`src/rtl/ped_request_ctrl_pkg.sv`:
```
// Shared encodings, defaults and small helpers for the pedestrian request front end.
package ped_request_ctrl_pkg;

  // Pedestrian lamp encoding as driven by state_machine.
  typedef enum logic [1:0] {
    PED_OFF  = 2'b00,
    PED_STOP = 2'b01,
    PED_WALK = 2'b10
  } ped_state_e;

  // Request controller states.
  typedef enum logic [2:0] {
    REQ_IDLE     = 3'd0,
    REQ_ARMED    = 3'd1,
    REQ_REQUEST  = 3'd2,
    REQ_SERVING  = 3'd3,
    REQ_COOLDOWN = 3'd4
  } req_state_e;

  // 10 ms at 74.25 MHz.
  localparam int DB_CYCLES_DEF  = 742_500;
  localparam int MIN_WAIT_S_DEF = 3;
  localparam int COOLDOWN_S_DEF = 5;

  // Bits needed to hold values 0..max_val, never less than one.
  function automatic int cnt_width(input int max_val);
    return (max_val < 2) ? 1 : $clog2(max_val + 1);
  endfunction

  // Increment that sticks at 255 instead of wrapping.
  function automatic logic [7:0] sat_inc8(input logic [7:0] v);
    return (v == 8'hFF) ? v : v + 8'd1;
  endfunction

endpackage

```
`src/rtl/ped_request_ctrl_btn_debounce.sv`:
```
// Active-low push-button conditioner: two-flop synchroniser, stability counter,
// and a single-cycle pulse on each debounced press (high-to-low commit).
module ped_request_ctrl_btn_debounce
  import ped_request_ctrl_pkg::*;
#(
  parameter int DB_CYCLES = DB_CYCLES_DEF
) (
  input  logic i_clk,
  input  logic i_rst_n,
  input  logic i_btn_n,
  output logic o_press
);

  localparam int            CW     = cnt_width(DB_CYCLES - 1);
  localparam logic [CW-1:0] RELOAD = CW'(DB_CYCLES - 1);

  logic          r_sync1;
  logic          r_sync2;
  logic          r_stable;
  logic          r_press;
  logic [CW-1:0] r_cnt;

  // Synchronise the raw button, then commit a new level only after DB_CYCLES
  // consecutive samples that disagree with the committed one. Any sample that
  // agrees again restarts the count, so bounces shorter than DB_CYCLES vanish.
  always_ff @(posedge i_clk or negedge i_rst_n) begin
    if (!i_rst_n) begin
      r_sync1  <= 1'b1;
      r_sync2  <= 1'b1;
      r_stable <= 1'b1;
      r_press  <= 1'b0;
      r_cnt    <= '0;
    end else begin
      r_sync1 <= i_btn_n;
      r_sync2 <= r_sync1;
      r_press <= 1'b0;
      if (r_sync2 == r_stable) begin
        r_cnt <= RELOAD;
      end else if (r_cnt == '0) begin
        r_stable <= r_sync2;
        r_press  <= ~r_sync2;
        r_cnt    <= RELOAD;
      end else begin
        r_cnt <= r_cnt - CW'(1);
      end
    end
  end

  assign o_press = r_press;

endmodule

```
`src/rtl/ped_request_ctrl.sv`:
```
// Pedestrian push-button front end: latches a crossing request, holds it for a
// minimum wait, presents ped_req, clears on WALK and then enforces a cooldown.
//
// state        | meaning
// REQ_IDLE     | no request pending
// REQ_ARMED    | press accepted, counting the minimum wait (WAIT lamp on)
// REQ_REQUEST  | ped_req asserted to state_machine (WAIT lamp on)
// REQ_SERVING  | WALK in progress, request cleared
// REQ_COOLDOWN | WALK ended, presses are remembered until cooldown expires
module ped_request_ctrl
  import ped_request_ctrl_pkg::*;
#(
  parameter int DB_CYCLES  = DB_CYCLES_DEF,
  parameter int MIN_WAIT_S = MIN_WAIT_S_DEF,
  parameter int COOLDOWN_S = COOLDOWN_S_DEF
) (
  input  logic       i_clk,
  input  logic       i_rst_n,
  input  logic       i_ped_btn_n,
  input  logic       i_clk_1hz,
  input  logic [1:0] i_ped_state,
  output logic       o_ped_req,
  output logic       o_wait_led,
  output logic [7:0] o_wait_sec
);

  localparam int             WW        = cnt_width(MIN_WAIT_S - 1);
  localparam int             CDW       = cnt_width(COOLDOWN_S - 1);
  localparam logic [WW-1:0]  WAIT_LAST = WW'(MIN_WAIT_S - 1);
  localparam logic [CDW-1:0] CD_LAST   = CDW'(COOLDOWN_S - 1);

  logic           w_press;
  logic           w_tick;
  logic           w_walk;
  logic           r_clk_1hz_d;
  logic [1:0]     r_ped_s1;
  logic [1:0]     r_ped_s2;
  req_state_e     r_state;
  logic           r_ped_req;
  logic           r_wait_led;
  logic [7:0]     r_wait_sec;
  logic [WW-1:0]  r_wait_cnt;
  logic [CDW-1:0] r_cd_cnt;
  logic           r_pend;

  ped_request_ctrl_btn_debounce #(
    .DB_CYCLES (DB_CYCLES)
  ) u_btn_debounce (
    .i_clk   (i_clk),
    .i_rst_n (i_rst_n),
    .i_btn_n (i_ped_btn_n),
    .o_press (w_press)
  );

  // Delayed copy of the 1 Hz level for rising-edge detection; resets high so a
  // level already high at reset release does not produce a spurious tick.
  always_ff @(posedge i_clk or negedge i_rst_n) begin
    if (!i_rst_n) r_clk_1hz_d <= 1'b1;
    else          r_clk_1hz_d <= i_clk_1hz;
  end

  assign w_tick = i_clk_1hz & ~r_clk_1hz_d;

  // ped_light comes from logic clocked by clk_1Hz, so bring it across with two flops.
  always_ff @(posedge i_clk or negedge i_rst_n) begin
    if (!i_rst_n) begin
      r_ped_s1 <= PED_STOP;
      r_ped_s2 <= PED_STOP;
    end else begin
      r_ped_s1 <= i_ped_state;
      r_ped_s2 <= r_ped_s1;
    end
  end

  assign w_walk = (r_ped_s2 == PED_WALK);

  // Request FSM with registered outputs; WALK always wins over a same-cycle tick.
  always_ff @(posedge i_clk or negedge i_rst_n) begin
    if (!i_rst_n) begin
      r_state    <= REQ_IDLE;
      r_ped_req  <= 1'b0;
      r_wait_led <= 1'b0;
      r_wait_sec <= '0;
      r_wait_cnt <= '0;
      r_cd_cnt   <= '0;
      r_pend     <= 1'b0;
    end else begin
      case (r_state)
        REQ_IDLE: begin
          if (w_press && !w_walk) begin
            r_state    <= REQ_ARMED;
            r_wait_cnt <= '0;
            r_wait_sec <= '0;
            r_wait_led <= 1'b1;
          end
        end
        REQ_ARMED: begin
          if (w_walk) begin
            r_state    <= REQ_SERVING;
            r_wait_led <= 1'b0;
          end else if (w_tick) begin
            r_wait_cnt <= r_wait_cnt + WW'(1);
            r_wait_sec <= sat_inc8(r_wait_sec);
            if (r_wait_cnt == WAIT_LAST) begin
              r_state   <= REQ_REQUEST;
              r_ped_req <= 1'b1;
            end
          end
        end
        REQ_REQUEST: begin
          if (w_walk) begin
            r_state    <= REQ_SERVING;
            r_ped_req  <= 1'b0;
            r_wait_led <= 1'b0;
          end else if (w_tick) begin
            r_wait_sec <= sat_inc8(r_wait_sec);
          end
        end
        REQ_SERVING: begin
          r_ped_req  <= 1'b0;
          r_wait_led <= 1'b0;
          if (!w_walk) begin
            r_state  <= REQ_COOLDOWN;
            r_cd_cnt <= '0;
            r_pend   <= 1'b0;
          end
        end
        REQ_COOLDOWN: begin
          if (w_walk) begin
            r_state <= REQ_SERVING;
            r_pend  <= 1'b0;
          end else begin
            if (w_press) r_pend <= 1'b1;
            if (w_tick) begin
              r_cd_cnt <= r_cd_cnt + CDW'(1);
              if (r_cd_cnt == CD_LAST) begin
                r_pend <= 1'b0;
                if (r_pend || w_press) begin
                  r_state    <= REQ_ARMED;
                  r_wait_cnt <= '0;
                  r_wait_sec <= '0;
                  r_wait_led <= 1'b1;
                end else begin
                  r_state <= REQ_IDLE;
                end
              end
            end
          end
        end
        default: begin
          r_state    <= REQ_IDLE;
          r_ped_req  <= 1'b0;
          r_wait_led <= 1'b0;
          r_pend     <= 1'b0;
        end
      endcase
    end
  end

  assign o_ped_req  = r_ped_req;
  assign o_wait_led = r_wait_led;
  assign o_wait_sec = r_wait_sec;

endmodule

```
`config.mk`:
```
export PLATFORM = sky130hd
export DESIGN_NAME = ped_request_ctrl
export DESIGN_NICKNAME = d
export VERILOG_FILES = /design/src/rtl/ped_request_ctrl_pkg.sv /design/src/rtl/ped_request_ctrl_btn_debounce.sv /design/src/rtl/ped_request_ctrl.sv
export SDC_FILE = /design/constraint.sdc
export NUM_CORES = 1
export LEC_CHECK = 0
export ABC_AREA = 1
export CAP_MARGIN = 15
export CORE_MARGIN = 5
export CORE_UTILIZATION = 44
export DETAILED_ROUTE_END_ITERATION = 7
export GPL_ROUTABILITY_DRIVEN = 0
export HOLD_SLACK_MARGIN = 0.15
export PLACE_DENSITY_LB_ADDON = 0.08
export SETUP_SLACK_MARGIN = 0.1
export SYNTH_ARGS = -nofsm -noshare
export SYNTH_HDL_FRONTEND = slang
export SYNTH_SLANG_ARGS = --single-unit
```
`constraint.sdc`:
```
create_clock -name i_clk -period 4.4 [get_ports i_clk]
set_input_delay 0.88 -clock i_clk [delete_from_list [all_inputs] [get_ports i_clk]]
set_output_delay 0.88 -clock i_clk [all_outputs]
set_load 0.005 [all_outputs]
```
== After elaboration in Yosys (flattened, before gate mapping) ==
Index checks and enable logic that the tools add are counted.

* Bits in registers: 48
* Bits of input ports: 6
* Output and inout bits: 10

* Add/subtract/negate cells: 4
* Eq/ne operators: 27
* Muxes and demuxes: 53
* Bitwise gates (word level): 6
* Reduce and logical (&&, ||, !) cells: 19

{| class="wikitable"
|+ Operators with widths
! cell !! count
|-
| $mux W8 || 8
|-
| $mux W20 || 2
|-
| $mux W3 || 12
|-
| $ne A2 B2 Y1 const B || 12
|-
| $pmux W8 S3 || 1
|-
| $logic_not A20 Y1 || 1
|-
| $sub A20 B1 Y20 const B || 1
|-
| $mux W1 || 17
|-
| $pmux W3 S5 || 1
|-
| $mux W2 || 7
|-
| $ne A3 B3 Y1 const B || 4
|-
| $pmux W1 S3 || 3
|-
| $reduce_and A9 Y1 || 1
|-
| $add A8 B1 Y8 const B || 1
|-
| $eq A8 B8 Y1 const B || 1
|-
| $reduce_and A8 Y1 || 1
|-
| $reduce_and A7 Y1 || 1
|-
| $eq A3 B2 Y1 const B || 2
|-
| $eq A3 B3 Y1 const B || 2
|-
| $pmux W2 S3 || 1
|-
| $pmux W3 S2 || 1
|-
| $reduce_and A6 Y1 || 1
|-
| $reduce_bool A3 Y1 || 2
|-
| $not A1 Y1 || 5
|-
| 17 further kinds || 21
|}

== Longest topological paths before layout ==
* Depth in word-level cells: 6
* Gate-level depth with buffers: 11
* Gate-level depth less buffers: 11

== By module ==
Synthesis repeated with hierarchy kept, for this count alone.

* Cell total of the unflattened synthesis: 346
* Area total of the unflattened synthesis: 2721.4 µm²

{| class="wikitable"
|+ Modules (own cells, without submodules)
! module !! instances !! cells each !! area an instance (µm²)
|-
| ped_request_ctrl_btn_debounce || 1 || 171 || 1365.1
|-
| ped_request_ctrl || 1 || 175 || 1356.3
|}

== Worst setup path after synthesis ==
OpenSTA, ideal clock, no wires.

* Kind: in2reg
* From: input i_clk_1hz
* To: register r_wait_sec[2], in the netlist o_wait_sec[2]
* Arrival: 1603 ps
* Required time: 4283 ps
* Slack: 2680 ps
* Stages: 7
* Cell sequence: inv_1 -> nor2_1 -> nand2_1 -> o21ai_0 -> nand3_4 -> nand2_1 -> nand2_1

* Word-level cells in the longest chain between the ends: 3

{| class="wikitable"
|+ Ends and longest elaborated chain
! element !! RTL line !! text
|-
| start, declared || ped_request_ctrl.sv:20 || <nowiki>input logic i_clk_1hz,</nowiki>
|-
| $and A1 B1 Y1 * || ped_request_ctrl.sv:62 || <nowiki>assign w_tick = i_clk_1hz & ~r_clk_1hz_d;</nowiki>
|-
| $ne A2 B1 Y1 (no source line) / $ne A2 B2 Y1 (equally long branches) || -- ||
|-
| $reduce_and A9 Y1 (no source line) * || -- ||
|-
| end signal, assigned || ped_request_ctrl.sv:103 || <nowiki>r_wait_sec <= sat_inc8(r_wait_sec);</nowiki>
|-
| end signal, assigned || ped_request_ctrl.sv:116 || <nowiki>r_wait_sec <= sat_inc8(r_wait_sec);</nowiki>
|-
| end, declared || ped_request_ctrl.sv:41 || <nowiki>logic [7:0] r_wait_sec;</nowiki>
|}

Every way passes the cells marked *; elsewhere a longest branch is shown, timed or not.
A chain may end at the register's enable or synchronous reset.

== Final worst setup path ==
* From: register r_wait_sec[0], in the netlist o_wait_sec[0]
* To: output o_wait_sec[0]

{| class="wikitable"
|+ RTL lines
! element !! RTL line !! text
|-
| end, declared || ped_request_ctrl.sv:24 || <nowiki>output logic [7:0] o_wait_sec</nowiki>
|}

No word-level cell between the ends.

==> impl_metrics.prom <==
# TYPE chip_impl_metric gauge
chip_impl_info{name="outcome",value="finished clean"} 1
chip_impl_metric{name="routedWlPerCell",unit="um"} 11.4
chip_impl_metric{name="initial_utilization",unit="%"} 45.6
chip_impl_info{name="worstHoldStart",value="r_ped_s1[1]"} 1
chip_impl_metric{name="worstMarginPinSlew",unit="ns"} 0.471
chip_impl_info{name="timing.rr.start",value="u_btn_debounce.r_cnt[9]"} 1
chip_impl_metric{name="power_switching",unit="mW"} 0.180
chip_impl_info{name="worst_setup_path_end_kind",value="output pin"} 1
chip_impl_metric{name="first_iter_violations",unit=""} 70
chip_impl_metric{name="worst-endpoint-arrival",unit="ns"} 1.30
chip_impl_metric{name="postRouteWirelength",unit="um"} 5290
chip_impl_metric{name="yosysWarningCount",unit=""} 0
chip_impl_metric{name="synthesis.nets",unit=""} 378
chip_impl_metric{name="critPathMaxStageDelay",unit="ns"} 0.54
chip_impl_metric{name="power_frac_clock",unit="%"} 36.1
chip_impl_metric{name="dieArea",unit="mm2"} 0.00784
chip_impl_metric{name="grt_antenna_before_repair",unit=""} 0
chip_impl_metric{name="worst_slew_margin_rel",unit="%"} 68.5
chip_impl_metric{name="detailroute.via_count",unit=""} 2227
chip_impl_metric{name="gr-usage-all-layers",unit="%"} 15.3
chip_impl_metric{name="syn2layout_area_growth",unit="%"} 12.7
chip_impl_metric{name="worst_r2r_path_depth",unit=""} 7
chip_impl_metric{name="critPathRequiredTime",unit="ns"} 3.52
chip_impl_metric{name="die_h",unit="um"} 88.6
chip_impl_metric{name="timing_hold_violations_final",unit=""} 0
chip_impl_info{name="timing.critical_path.slowest_stage_cell",value="clkdlybuf4s50_1"} 1
chip_impl_metric{name="antenna_cells_inserted",unit=""} 0
chip_impl_info{name="tritoncts_clock_tree",value="done"} 1
chip_impl_metric{name="cap_violations",unit=""} 0
chip_impl_metric{name="cts_made_buffers",unit=""} 5
chip_impl_metric{name="crit_path_max_fanout",unit=""} 6
chip_impl_info{name="unrepaired_setup_endpoints_after_global_routing",value="false"} 1
chip_impl_metric{name="p_leak",unit="nW"} 1.37
chip_impl_info{name="cts_root_buffer",value="clkbuf_8"} 1
chip_impl_metric{name="dp_hpwl",unit="um"} 3850
chip_impl_metric{name="share_comb_of_total_power",unit="%"} 5.0
chip_impl_metric{name="grt_pass1_wl",unit="um"} 9540
chip_impl_metric{name="synth-seq-area-share",unit="%"} 44.5
chip_impl_metric{name="post_route_cells_drive_above_1_share",unit="%"} 11.1
chip_impl_info{name="timing.critical_path.max_delay_family",value="buffers and inverters"} 1
chip_impl_metric{name="maximum_number_of_pins_on_one_net_before_global_route_repair",unit=""} 49
chip_impl_metric{name="synthCells",unit=""} 366
chip_impl_metric{name="yosys_register_bits",unit=""} 48
chip_impl_info{name="hp-class",value="reg -> reg"} 1
chip_impl_info{name="reg2reg_to",value="u_btn_debounce.r_cnt[19]"} 1
chip_impl_metric{name="grt_pass1_vias",unit=""} 2233
chip_impl_metric{name="post-route-min-period",unit="ns"} 2.18
chip_impl_metric{name="max-clock-path-buffers",unit=""} 2
chip_impl_metric{name="timing.reg2reg.setup_slack",unit="ns"} 2.63
chip_impl_metric{name="cts_hold_repair.buffers",unit=""} 0
chip_impl_metric{name="ys_types",unit=""} 25
chip_impl_metric{name="max_freq",unit="GHz"} 0.458
chip_impl_metric{name="ant_nets",unit=""} 0
chip_impl_metric{name="core-area",unit="mm2"} 0.00596
chip_impl_info{name="worstSetupStartpointType",value="flip-flop"} 1
chip_impl_metric{name="post-cts-setup-buffer-count",unit=""} 0
chip_impl_metric{name="worst_setup_hold_path_clk_slew",unit="ns"} 0.09
chip_impl_info{name="worstPathCellList",value="clkdlybuf4s50_1"} 1
chip_impl_metric{name="die_width",unit="um"} 88.6
chip_impl_metric{name="final.period_utilization",unit="%"} 49.6
chip_impl_metric{name="post_synth_instance_area",unit="mm2"} 0.00272
chip_impl_metric{name="ir_drop",unit="V"} 0.000139
chip_impl_metric{name="report.final.slew_viol_count",unit=""} 0
chip_impl_metric{name="fin_util",unit="%"} 51.4
chip_impl_metric{name="internal_power",unit="mW"} 0.590
chip_impl_info{name="critical_setup_path_class",value="reg -> out"} 1
chip_impl_metric{name="detail_route.first_pass.iterations",unit=""} 4
chip_impl_metric{name="placement_rows",unit=""} 28
chip_impl_metric{name="final.setup_skew",unit="ns"} 0.00654
chip_impl_metric{name="portBuffers",unit=""} 15
chip_impl_metric{name="nNetsFinal",unit=""} 400
chip_impl_metric{name="postcts_resize_cnt",unit=""} 0
chip_impl_metric{name="grt.overflow.total",unit=""} 0
chip_impl_metric{name="setup_failing_eps_final",unit=""} 0
chip_impl_metric{name="path_buf_inv",unit=""} 1
chip_impl_metric{name="power_density",unit="mW/mm2"} 251
chip_impl_metric{name="drc",unit=""} 0
chip_impl_metric{name="design.portCount",unit=""} 16
chip_impl_metric{name="syn_avg_cell_area",unit="um2"} 7.42
chip_impl_metric{name="power_frac_seq",unit="%"} 59.0
chip_impl_metric{name="timing.setup.tns",unit="ns"} 0
chip_impl_metric{name="clock_sink_count",unit=""} 48
chip_impl_metric{name="via_per_inst",unit=""} 4.80
chip_impl_metric{name="switching_portion_of_total_power",unit="%"} 23.3
chip_impl_metric{name="hold_depth",unit=""} 0
chip_impl_info{name="hold-path-endpoint",value="r_ped_s2[1]"} 1
chip_impl_metric{name="clk-insertion-delay-late",unit="ns"} 0.30
chip_impl_metric{name="htreeDepth",unit=""} 2
[stage by stage]
stage / setup slack, ns / instances / area (um2) / total power [mW] / hold slack (ns)
6_report: 2.22 / 464 / 3060 / 0.770 / 0.358
5_1_grt: 2.16 / 464 / 3060 / 0.806 / 0.363
4_1_cts: 2.19 / 463 / 3040 / 0.785 / 0.357
3_5_place_dp: 2.02 / 455 / 2950 / 0.500 / 0.340
3_3_place_gp: 2.03 / 455 / 2950 / 0.499 / 0.336
2_1_floorplan: 2.68 / 366 / 2720 / 0.481 / 0.331
[worst max path at each step]
stage / depth (start not counted) / from / to / slack, ns
2_1_floorplan: 7 / i_clk_1hz / o_wait_sec[2] / 2.68
3_3_place_gp: 8 / i_clk_1hz / o_wait_sec[7] / 2.03
3_5_place_dp: 8 / i_clk_1hz / o_wait_sec[4] / 2.02
4_1_cts: 1 / o_wait_sec[0] / o_wait_sec[0] / 2.19
5_1_grt: 1 / o_wait_sec[5] / o_wait_sec[5] / 2.16
6_report: 1 / o_wait_sec[0] / o_wait_sec[0] / 2.22
[power groups by stage]
stage | clock network [mW] | registers (mW) | logic [mW]
after floorplan | 0 | 0.462 | 0.0196
after global placement | 0 | 0.462 | 0.0368
after CTS | 0.294 | 0.454 | 0.0372
final | 0.278 | 0.454 | 0.0381
after detailed placement | 0 | 0.462 | 0.0372
after global routing | 0.307 | 0.455 | 0.0451
[layout make-up]
| type | count | area (um2) |
|---|---|---|
| multi-input cells | 280 | 1360 |
| inverters | 37 | 141 |
| repair buffers | 16 | 165 |
| flip-flops and latches | 48 | 1210 |
| fillers | 597 | 2900 |
| clock buffers | 7 | 86.3 |
| clock inverters | 1 | 7.51 |
| well taps | 75 | 93.8 |
[per-layer routing]
metal,global-route usage (%),part of all wire (%)
met1,18.6,47
met2,27.1,49
met3,3.45,2.9
met4,4.40,0.95
met5,0,0
[flip-flops by register name, summed over array words and instances (netlist names)]
register,count
r_cd_cnt,3
u_btn_debounce.o_press,1
r_clk_1hz_d,1
o_ped_req,1
u_btn_debounce.r_stable,1
u_btn_debounce.r_cnt,20
r_ped_s1,2
o_wait_sec,8
u_btn_debounce.r_sync2,1
r_pend,1
r_state,3
r_wait_cnt,2
o_wait_led,1
u_btn_debounce.r_sync1,1
r_ped_s2,2
[placed cells by master, fill, tap and decap left out, drive strengths merged]
cell,count
and2,1
a21oi,8
o21ai,11
o31ai,1
dfrtp,42
inv,37
clkinvlp,1
ha,6
buf,2
xnor2,2
nand3b,2
nand3,30
or2,1
nor3,3
xor2,8
nand4,5
clkbuf,7
nor2,69
clkdlybuf4s50,14
nand2,133
dfstp,6
[Yosys cell counts (all sizes together)]
master | instances | share of area, %
a21oi | 8 | 1.5
and2 | 1 | 0.23
buf | 1 | 0.28
dfrtp | 42 | 39
dfstp | 6 | 5.8
ha | 6 | 2.8
inv | 37 | 5.2
nand2 | 133 | 20
nand3 | 30 | 6.0
nand3b | 2 | 0.55
nand4 | 5 | 1.2
nor2 | 69 | 11
nor3 | 3 | 0.55
o21ai | 11 | 2.0
o31ai | 1 | 0.28
or2 | 1 | 0.23
xnor2 | 2 | 0.65
xor2 | 8 | 2.6
[kinds of logic after synthesis]
logic type | after synthesis | share of synthesized area, %
adder cells (fa/ha/maj) | 6 | 2.76
XOR/XNOR | 10 | 3.23
buffers and inverters | 38 | 5.48
AND/OR/NAND/NOR | 244 | 40.2
flip-flops | 48 | 44.5
AO/OA/AOI/OAI | 20 | 3.78
Power figures use the tool's default switching activity.
